`src/rtl/mem_port_arbiter_pkg.sv`:
```
// Shared types for mem_port_arbiter: FSM state, access owner and default widths.
package mem_port_arbiter_pkg;

  localparam int unsigned ADDR_W_DEFAULT = 32;
  localparam int unsigned DATA_W_DEFAULT = 32;

  typedef enum logic [1:0] {
    StIdle = 2'd0,
    StBusy = 2'd1,
    StResp = 2'd2
  } state_e;

  typedef enum logic [1:0] {
    OwnNone = 2'd0,
    OwnIf   = 2'd1,
    OwnDm   = 2'd2
  } owner_e;

endpackage

```
`src/rtl/arb_priority_pick.sv`:
```
// Combinational winner selection: data first, unless the data streak is saturated.
module arb_priority_pick
  import mem_port_arbiter_pkg::*;
(
  input  logic       if_req_i,
  input  logic       dm_req_i,
  input  logic       streak_sat_i,
  output logic [1:0] winner_o
);

  always_comb begin
    winner_o = OwnNone;
    if (if_req_i && (streak_sat_i || !dm_req_i)) begin
      winner_o = OwnIf;
    end else if (dm_req_i) begin
      winner_o = OwnDm;
    end
  end

endmodule

```
`src/rtl/mem_port_arbiter.sv`:
```
// Shares one single-ported memory between fetch and load/store as req/ack transactions.
// Define ARB_FAIRNESS_EN to force a fetch grant after MAX_DM_STREAK data grants.
module mem_port_arbiter
  import mem_port_arbiter_pkg::*;
#(
  parameter int unsigned ADDR_W = ADDR_W_DEFAULT,
  parameter int unsigned DATA_W = DATA_W_DEFAULT
`ifdef ARB_FAIRNESS_EN
  ,
  parameter int unsigned MAX_DM_STREAK = 4
`endif
) (
  input  logic              clk_i,
  input  logic              rst_ni,
  input  logic              if_req_i,
  input  logic [ADDR_W-1:0] if_addr_i,
  output logic [DATA_W-1:0] if_rdata_o,
  output logic              if_done_o,
  output logic              if_stall_o,
  input  logic              dm_req_i,
  input  logic              dm_we_i,
  input  logic [ADDR_W-1:0] dm_addr_i,
  input  logic [DATA_W-1:0] dm_wdata_i,
  output logic [DATA_W-1:0] dm_rdata_o,
  output logic              dm_done_o,
  output logic              dm_stall_o,
  output logic              mem_req_o,
  output logic              mem_we_o,
  output logic [ADDR_W-1:0] mem_addr_o,
  output logic [DATA_W-1:0] mem_wdata_o,
  input  logic [DATA_W-1:0] mem_rdata_i,
  input  logic              mem_ack_i
);

  state_e            state_q, state_d;
  owner_e            owner_q, owner_d;
  logic              mem_req_q, mem_req_d;
  logic              mem_we_q, mem_we_d;
  logic [ADDR_W-1:0] mem_addr_q, mem_addr_d;
  logic [DATA_W-1:0] mem_wdata_q, mem_wdata_d;
  logic [DATA_W-1:0] if_rdata_q, if_rdata_d;
  logic [DATA_W-1:0] dm_rdata_q, dm_rdata_d;
  logic [1:0]        winner;
  logic              streak_sat;

  arb_priority_pick u_pick (
    .if_req_i     (if_req_i),
    .dm_req_i     (dm_req_i),
    .streak_sat_i (streak_sat),
    .winner_o     (winner)
  );

`ifdef ARB_FAIRNESS_EN
  localparam int unsigned StreakW = $clog2(MAX_DM_STREAK + 1);

  logic [StreakW-1:0] streak_q, streak_d;

  assign streak_sat = (streak_q == StreakW'(MAX_DM_STREAK));

  // Only data grants that make a waiting fetch wait longer count toward the streak.
  always_comb begin
    streak_d = streak_q;
    if (state_q == StIdle) begin
      if (winner == OwnIf) begin
        streak_d = '0;
      end else if (winner == OwnDm && if_req_i && !streak_sat) begin
        streak_d = streak_q + 1'b1;
      end
    end
  end

  always_ff @(posedge clk_i or negedge rst_ni) begin
    if (!rst_ni) begin
      streak_q <= '0;
    end else begin
      streak_q <= streak_d;
    end
  end
`else
  assign streak_sat = 1'b0;
`endif

  always_comb begin
    state_d     = state_q;
    owner_d     = owner_q;
    mem_req_d   = mem_req_q;
    mem_we_d    = mem_we_q;
    mem_addr_d  = mem_addr_q;
    mem_wdata_d = mem_wdata_q;
    if_rdata_d  = if_rdata_q;
    dm_rdata_d  = dm_rdata_q;
    unique case (state_q)
      StIdle: begin
        if (winner != OwnNone) begin
          state_d   = StBusy;
          owner_d   = owner_e'(winner);
          mem_req_d = 1'b1;
          if (winner == OwnDm) begin
            mem_we_d    = dm_we_i;
            mem_addr_d  = dm_addr_i;
            mem_wdata_d = dm_wdata_i;
          end else begin
            mem_we_d    = 1'b0;
            mem_addr_d  = if_addr_i;
            mem_wdata_d = '0;
          end
        end
      end
      StBusy: begin
        if (mem_ack_i) begin
          state_d   = StResp;
          mem_req_d = 1'b0;
          if (owner_q == OwnIf) begin
            if_rdata_d = mem_rdata_i;
          end else if (owner_q == OwnDm && !mem_we_q) begin
            dm_rdata_d = mem_rdata_i;
          end
        end
      end
      StResp: begin
        state_d = StIdle;
        owner_d = OwnNone;
      end
      default: begin
        state_d = StIdle;
        owner_d = OwnNone;
      end
    endcase
  end

  always_ff @(posedge clk_i or negedge rst_ni) begin
    if (!rst_ni) begin
      state_q     <= StIdle;
      owner_q     <= OwnNone;
      mem_req_q   <= 1'b0;
      mem_we_q    <= 1'b0;
      mem_addr_q  <= '0;
      mem_wdata_q <= '0;
      if_rdata_q  <= '0;
      dm_rdata_q  <= '0;
    end else begin
      state_q     <= state_d;
      owner_q     <= owner_d;
      mem_req_q   <= mem_req_d;
      mem_we_q    <= mem_we_d;
      mem_addr_q  <= mem_addr_d;
      mem_wdata_q <= mem_wdata_d;
      if_rdata_q  <= if_rdata_d;
      dm_rdata_q  <= dm_rdata_d;
    end
  end

  assign if_done_o   = (state_q == StResp) && (owner_q == OwnIf);
  assign dm_done_o   = (state_q == StResp) && (owner_q == OwnDm);
  assign if_stall_o  = if_req_i & ~if_done_o;
  assign dm_stall_o  = dm_req_i & ~dm_done_o;
  assign if_rdata_o  = if_rdata_q;
  assign dm_rdata_o  = dm_rdata_q;
  assign mem_req_o   = mem_req_q;
  assign mem_we_o    = mem_we_q;
  assign mem_addr_o  = mem_addr_q;
  assign mem_wdata_o = mem_wdata_q;

endmodule

```
`config.mk`:
```
export PLATFORM = sky130hd
export DESIGN_NAME = mem_port_arbiter
export DESIGN_NICKNAME = d
export VERILOG_FILES = /design/src/rtl/mem_port_arbiter_pkg.sv /design/src/rtl/arb_priority_pick.sv /design/src/rtl/mem_port_arbiter.sv
export SDC_FILE = /design/constraint.sdc
export NUM_CORES = 1
export LEC_CHECK = 0
export BUFFER_PORTS_ARGS = -buffer_cell sky130_fd_sc_hd__clkbuf_2
export CAP_MARGIN = 5
export CELL_PAD_IN_SITES_DETAIL_PLACEMENT = 0
export CELL_PAD_IN_SITES_GLOBAL_PLACEMENT = 2
export CORE_MARGIN = 5
export CORE_UTILIZATION = 29
export DETAILED_ROUTE_END_ITERATION = 8
export PLACE_DENSITY_LB_ADDON = 0.1
export SLEW_MARGIN = 10
export SYNTH_ARGS = -nofsm -noshare
export SYNTH_HDL_FRONTEND = slang
export SYNTH_HIERARCHICAL = 1
export SYNTH_SLANG_ARGS = --single-unit
export TNS_END_PERCENT = 100
```
`constraint.sdc`:
```
create_clock -name clk_i -period 2.27 [get_ports clk_i]
set_input_delay 0.227 -clock clk_i [delete_from_list [all_inputs] [get_ports clk_i]]
set_output_delay 0.227 -clock clk_i [all_outputs]
set_load 0.1 [all_outputs]
```
; ---- After elaboration in Yosys (flattened, before gate mapping)
; Index checks and enable logic that the tools add are counted.
[op_classes]
mux = 13
n_reduce_logical = 15
eq_ne = 7
n_bitwise = 6
[ops]
columns = op, n
row1 = $mux 32, 2
row2 = $mux 2, 5
row3 = $pmux 2 s2, 2
row4 = $eq 2x2->1 const B, 3
row5 = $reduce_and 2->1, 3
row6 = $reduce_and 3->1, 2
row7 = $eq 2x1->1 const B, 2
row8 = $logic_and 1x1->1, 4
row9 = $ne 2x2->1 const B, 2
row10 = $not 1->1, 4
row11 = $reduce_and 4->1, 1
row12 = $reduce_bool 2->1, 2
row13 = $mux 1, 3
row14 = $and 1x1->1, 2
row15 = $logic_not 1->1, 2
row16 = $logic_not 2->1, 1
row17 = $pmux 1 s2, 1
[totals]
reg_bits = 134
in_bits = 134
out_inout_bits = 134

; ---- Logic depth before layout (Yosys ltp)
[depth]
depth_word = 6
ltp_mapped = 8
mapped_depth_nobuf = 5

; ---- Cells and area by module
; Netlist, hierarchy kept.
[by_module_without_submodules]
columns = mod, cells_per_inst, seq_area_each_um2, instances, area_per_inst_um2
row1 = mem_port_arbiter, 343, 3353.2, 1, 5487.8
row2 = arb_priority_pick, 3, 0.0, 1, 18.8

; ---- Worst setup path after synthesis
; Ideal clock, no wire load.
[synth_timing]
kind = register to output
start = register state_q[0]
end = output dm_stall_o
t_arrival_ps = 2796
required_time_ps = 2043
path_slack_ps = -753
path_stages_with_launch = 4
cell_sequence = dfrtp_1 > nand2b_1 > nor2_1 > nor2b_1
[synth_via]
elab_chain_cells = 4
[synth_rtl]
columns = item, line
row1 = from (decl), mem_port_arbiter.sv:35  ; state_e state_q, state_d;
row2 = from (signal assigned), mem_port_arbiter.sv:133  ; state_q <= StIdle;
row3 = from (signal assigned), mem_port_arbiter.sv:142  ; state_q <= state_d;
row4 = $eq 2x2->1, mem_port_arbiter.sv:154  ; assign dm_done_o = (state_q == StResp) && (owner_q == OwnDm);
row5 = $logic_and 1x1->1, mem_port_arbiter.sv:154
row6 = net dm_done_o, mem_port_arbiter.sv:25  ; output logic dm_done_o,
row7 = $not 1->1, mem_port_arbiter.sv:156  ; assign dm_stall_o = dm_req_i & ~dm_done_o;
row8 = $and 1x1->1, mem_port_arbiter.sv:156
row9 = to (decl), mem_port_arbiter.sv:26  ; output logic dm_stall_o,
; The timed path passes the listed nets, and every way through them passes these cells.

; ---- Worst setup path in the final report
[layout_timing]
start = register state_q[0]
end = output dm_done_o
[layout_via]
elab_chain_cells = 2
[layout_rtl]
columns = item, line
row1 = $eq 2x2->1, mem_port_arbiter.sv:154
row2 = $logic_and 1x1->1, mem_port_arbiter.sv:154
row3 = to (decl), mem_port_arbiter.sv:25
; Every way passes these cells.

==> impl_metrics.json <==
{
  "reg2regPathDepth": 4,
  "fmax_mhz": 502,
  "cts_resized": 0,
  "whs_endpoint": "mem_wdata_o[1]",
  "worstPathRequired_ps": 2040,
  "post_dp_cell_area_mm2": 0.00716,
  "rrSetupSlack_ps": 370,
  "synth_area_per_cell_um2": 15.9,
  "cp-start-kind": "register",
  "holdCritStartpoint": "dm_wdata_i[1]",
  "synth_cell_types": 24,
  "area_growth_pct": 41.3,
  "core_area_mm2": 0.0187,
  "grt_pass1_vias": 4542,
  "synthFlopType": "dfrtp_1",
  "maxSlewViolCount": 0,
  "fin_crit_ps": 1990,
  "worstSetupEndpointType": "primary output",
  "numCtsBuffers": 17,
  "postSynthCellCount": 346,
  "hp-class": "in -> reg",
  "clkSinkCount": 134,
  "drive_gt1_share_pct": 70.1,
  "postCtsSetupRepairBufs": 0,
  "antenna_left": 0,
  "synth.most_common_cell": "dfrtp_1",
  "rows": 50,
  "wl_um": 15500,
  "tightest_slew_ps": 585,
  "avgViaCountPerCell": 4.49,
  "hold_viol_final": 0,
  "grt_pass1_wl_um": 24600,
  "r2r-end": "dm_rdata_o[23]",
  "synth_top_area_cell": "dfrtp_1",
  "max_slew_margin_pct": 61.2,
  "finClkSkew_ps": 5.93,
  "async_flop_share_pct": 100,
  "routedWlPerCell_um": 17.8,
  "ctsHtreeMaxLevel": 4,
  "ys_top_cells_by_count": "dfrtp_1, mux2_2, a22o_1, mux2_4, buf_2",
  "io_buffers": 267,
  "reg2reg_from": "state_q[1]",
  "grt_max_degree": 68,
  "synth-seq-cells": 134,
  "clkLatencyLatePin_ps": 410,
  "fin_crit_sh_pct": 87.7,
  "synth_top_area_share_pct": 60.9,
  "ys_seq_area_share_pct": 60.9,
  "grt_use_total_pct": 14.4,
  "drc": 0,
  "clk_pin_slew_ps": 60,
  "setup_viol": 0,
  "arrival_ps": 1760,
  "via_count": 3907,
  "dr.pass1.iters": 4,
  "fin_cells": 870,
  "maxCapViolCount": 0,
  "status": "finished, final reports clean",
  "die_y_um": 148,
  "nNetsFinal": 757,
  "hold_slack_ps": 31.9,
  "die_w_um": 148,
  "synthTopCellsByArea": "dfrtp_1, mux2_2, mux2_4",
  "netlist_area_mm2": 0.00551,
  "antennaDiodeCount": 0,
  "placedCellCount": 837,
  "gp_congestion": 0.708,
  "cts.path.max_buffers": 2,
  "cts_tree": "built",
  "synth-edff-count": 0,
  "antenna_found_initial": 1,
  "path_max_fanout": 7,
  "cp_slowest_stage_delay_ps": 500,
  "ys.warnings.count": 6,
  "tns_ps": 0,
  "whs_path_depth": 2,
  "drt_iter0_drc": 167,
  "dieArea_mm2": 0.0218,
  "cts-root-buf": "clkbuf_16",
  "grt-ovfl-total": 0,
  "path_class": "reg -> out",
  "fin_area_mm2": 0.00778,
  "hpwl_um": 11500,
  "ios": 268,
  "rsz0062_at_grt": "no",
  "crit_path_cell_trace": "nand2b_1 > nor2_2 > clkbuf_2",
  "initial_utilization_pct": 29.4,
  "critPathSlowestCell": "clkbuf_2",
  "ctsHoldBuffers": 1
}
## per-stage QoR
stage	util [%]	setup WS [ps]
after floorplan	-	136
after global placement	38.3	437
after detailed placement	38.3	362
after CTS	41.6	255
after global routing	41.6	207
final	41.6	279
## worst max-delay path: cells and delay by family, from the launching register on
| family | cells | cell delay [ps] |
|---|---|---|
| AND/OR/NAND/NOR | 2 | 410 |
| flip-flops | 1 | 440 |
| buffers and inverters | 1 | 500 |
## layout make-up
class	count	area, µm²
Clock buffer	18	439
Multi-Input combinational cell	188	2020
Timing Repair Buffer	279	1490
Fill cell	1817	10900
Sequential cell	134	3350
Tap cell	234	293
Clock inverter	14	173
Inverter	3	11.3
## routing by layer
metal	global-route usage [%]	wire (µm)
met5	0	13
met4	4.75	303
met3	6.90	1480
met2	23.8	7710
met1	16.5	5980
## cells by family (layout without fill, tap and decap cells)
group,Yosys count,count (layout),synth area share (%)
AOI/OAI and AO/OA,40,40,6.04
buffers and inverters,25,314,3.00
DFF,134,134,60.9
muxes,128,128,28.2
other,1,2,0.0681
and+or+nand+nor,18,18,1.77
## state kept, by name (all words and copies together) (netlist names)
name and cells:
dm_rdata_o 32, if_rdata_o 32, mem_addr_o 32, mem_req_o 1, mem_wdata_o 32, mem_we_o 1
owner_q 2, state_q 2
## how the worst max path moves through the flow
stage	startpoint	to	slack (ps)	cells past startpoint
finish	state_q[0]	dm_done_o	280	3
global route	state_q[0]	dm_done_o	210	3
CTS	state_q[0]	dm_done_o	250	3
detailed placement	state_q[1]	dm_rdata_o[15]	360	4
global placement	state_q[1]	dm_rdata_o[18]	440	4
floorplan	state_q[0]	if_stall_o	140	3
## cell usage in the layout, fill, tap and decap left out, drive strengths merged
| cell type | synthesis | final |
|---|---|---|
| clkbuf | 6 | 284 |
| dfrtp | 134 | 134 |
| mux2 | 128 | 128 |
| a22o | 33 | 33 |
| buf | 16 | 12 |
| inv | 3 | 6 |
| clkinv | 0 | 6 |
| nor2 | 5 | 5 |
| nand2b | 4 | 4 |
| nor2b | 3 | 3 |
| bufinv | 0 | 3 |
| o21ai | 3 | 3 |
| nand2 | 2 | 2 |
| clkinvlp | 0 | 2 |
| conb | 1 | 2 |
| a21boi | 2 | 2 |
| and2 | 1 | 1 |
| nand3b | 1 | 1 |
| a21oi | 1 | 1 |
| or3 | 1 | 1 |
| or2b | 1 | 1 |
| a2bb2oi | 1 | 1 |
| dlygate4sd3 | 0 | 1 |
Power is left out: the tool's default activity adds up to more than one toggle a clock period on the data nets, which glitch-free logic cannot reach.
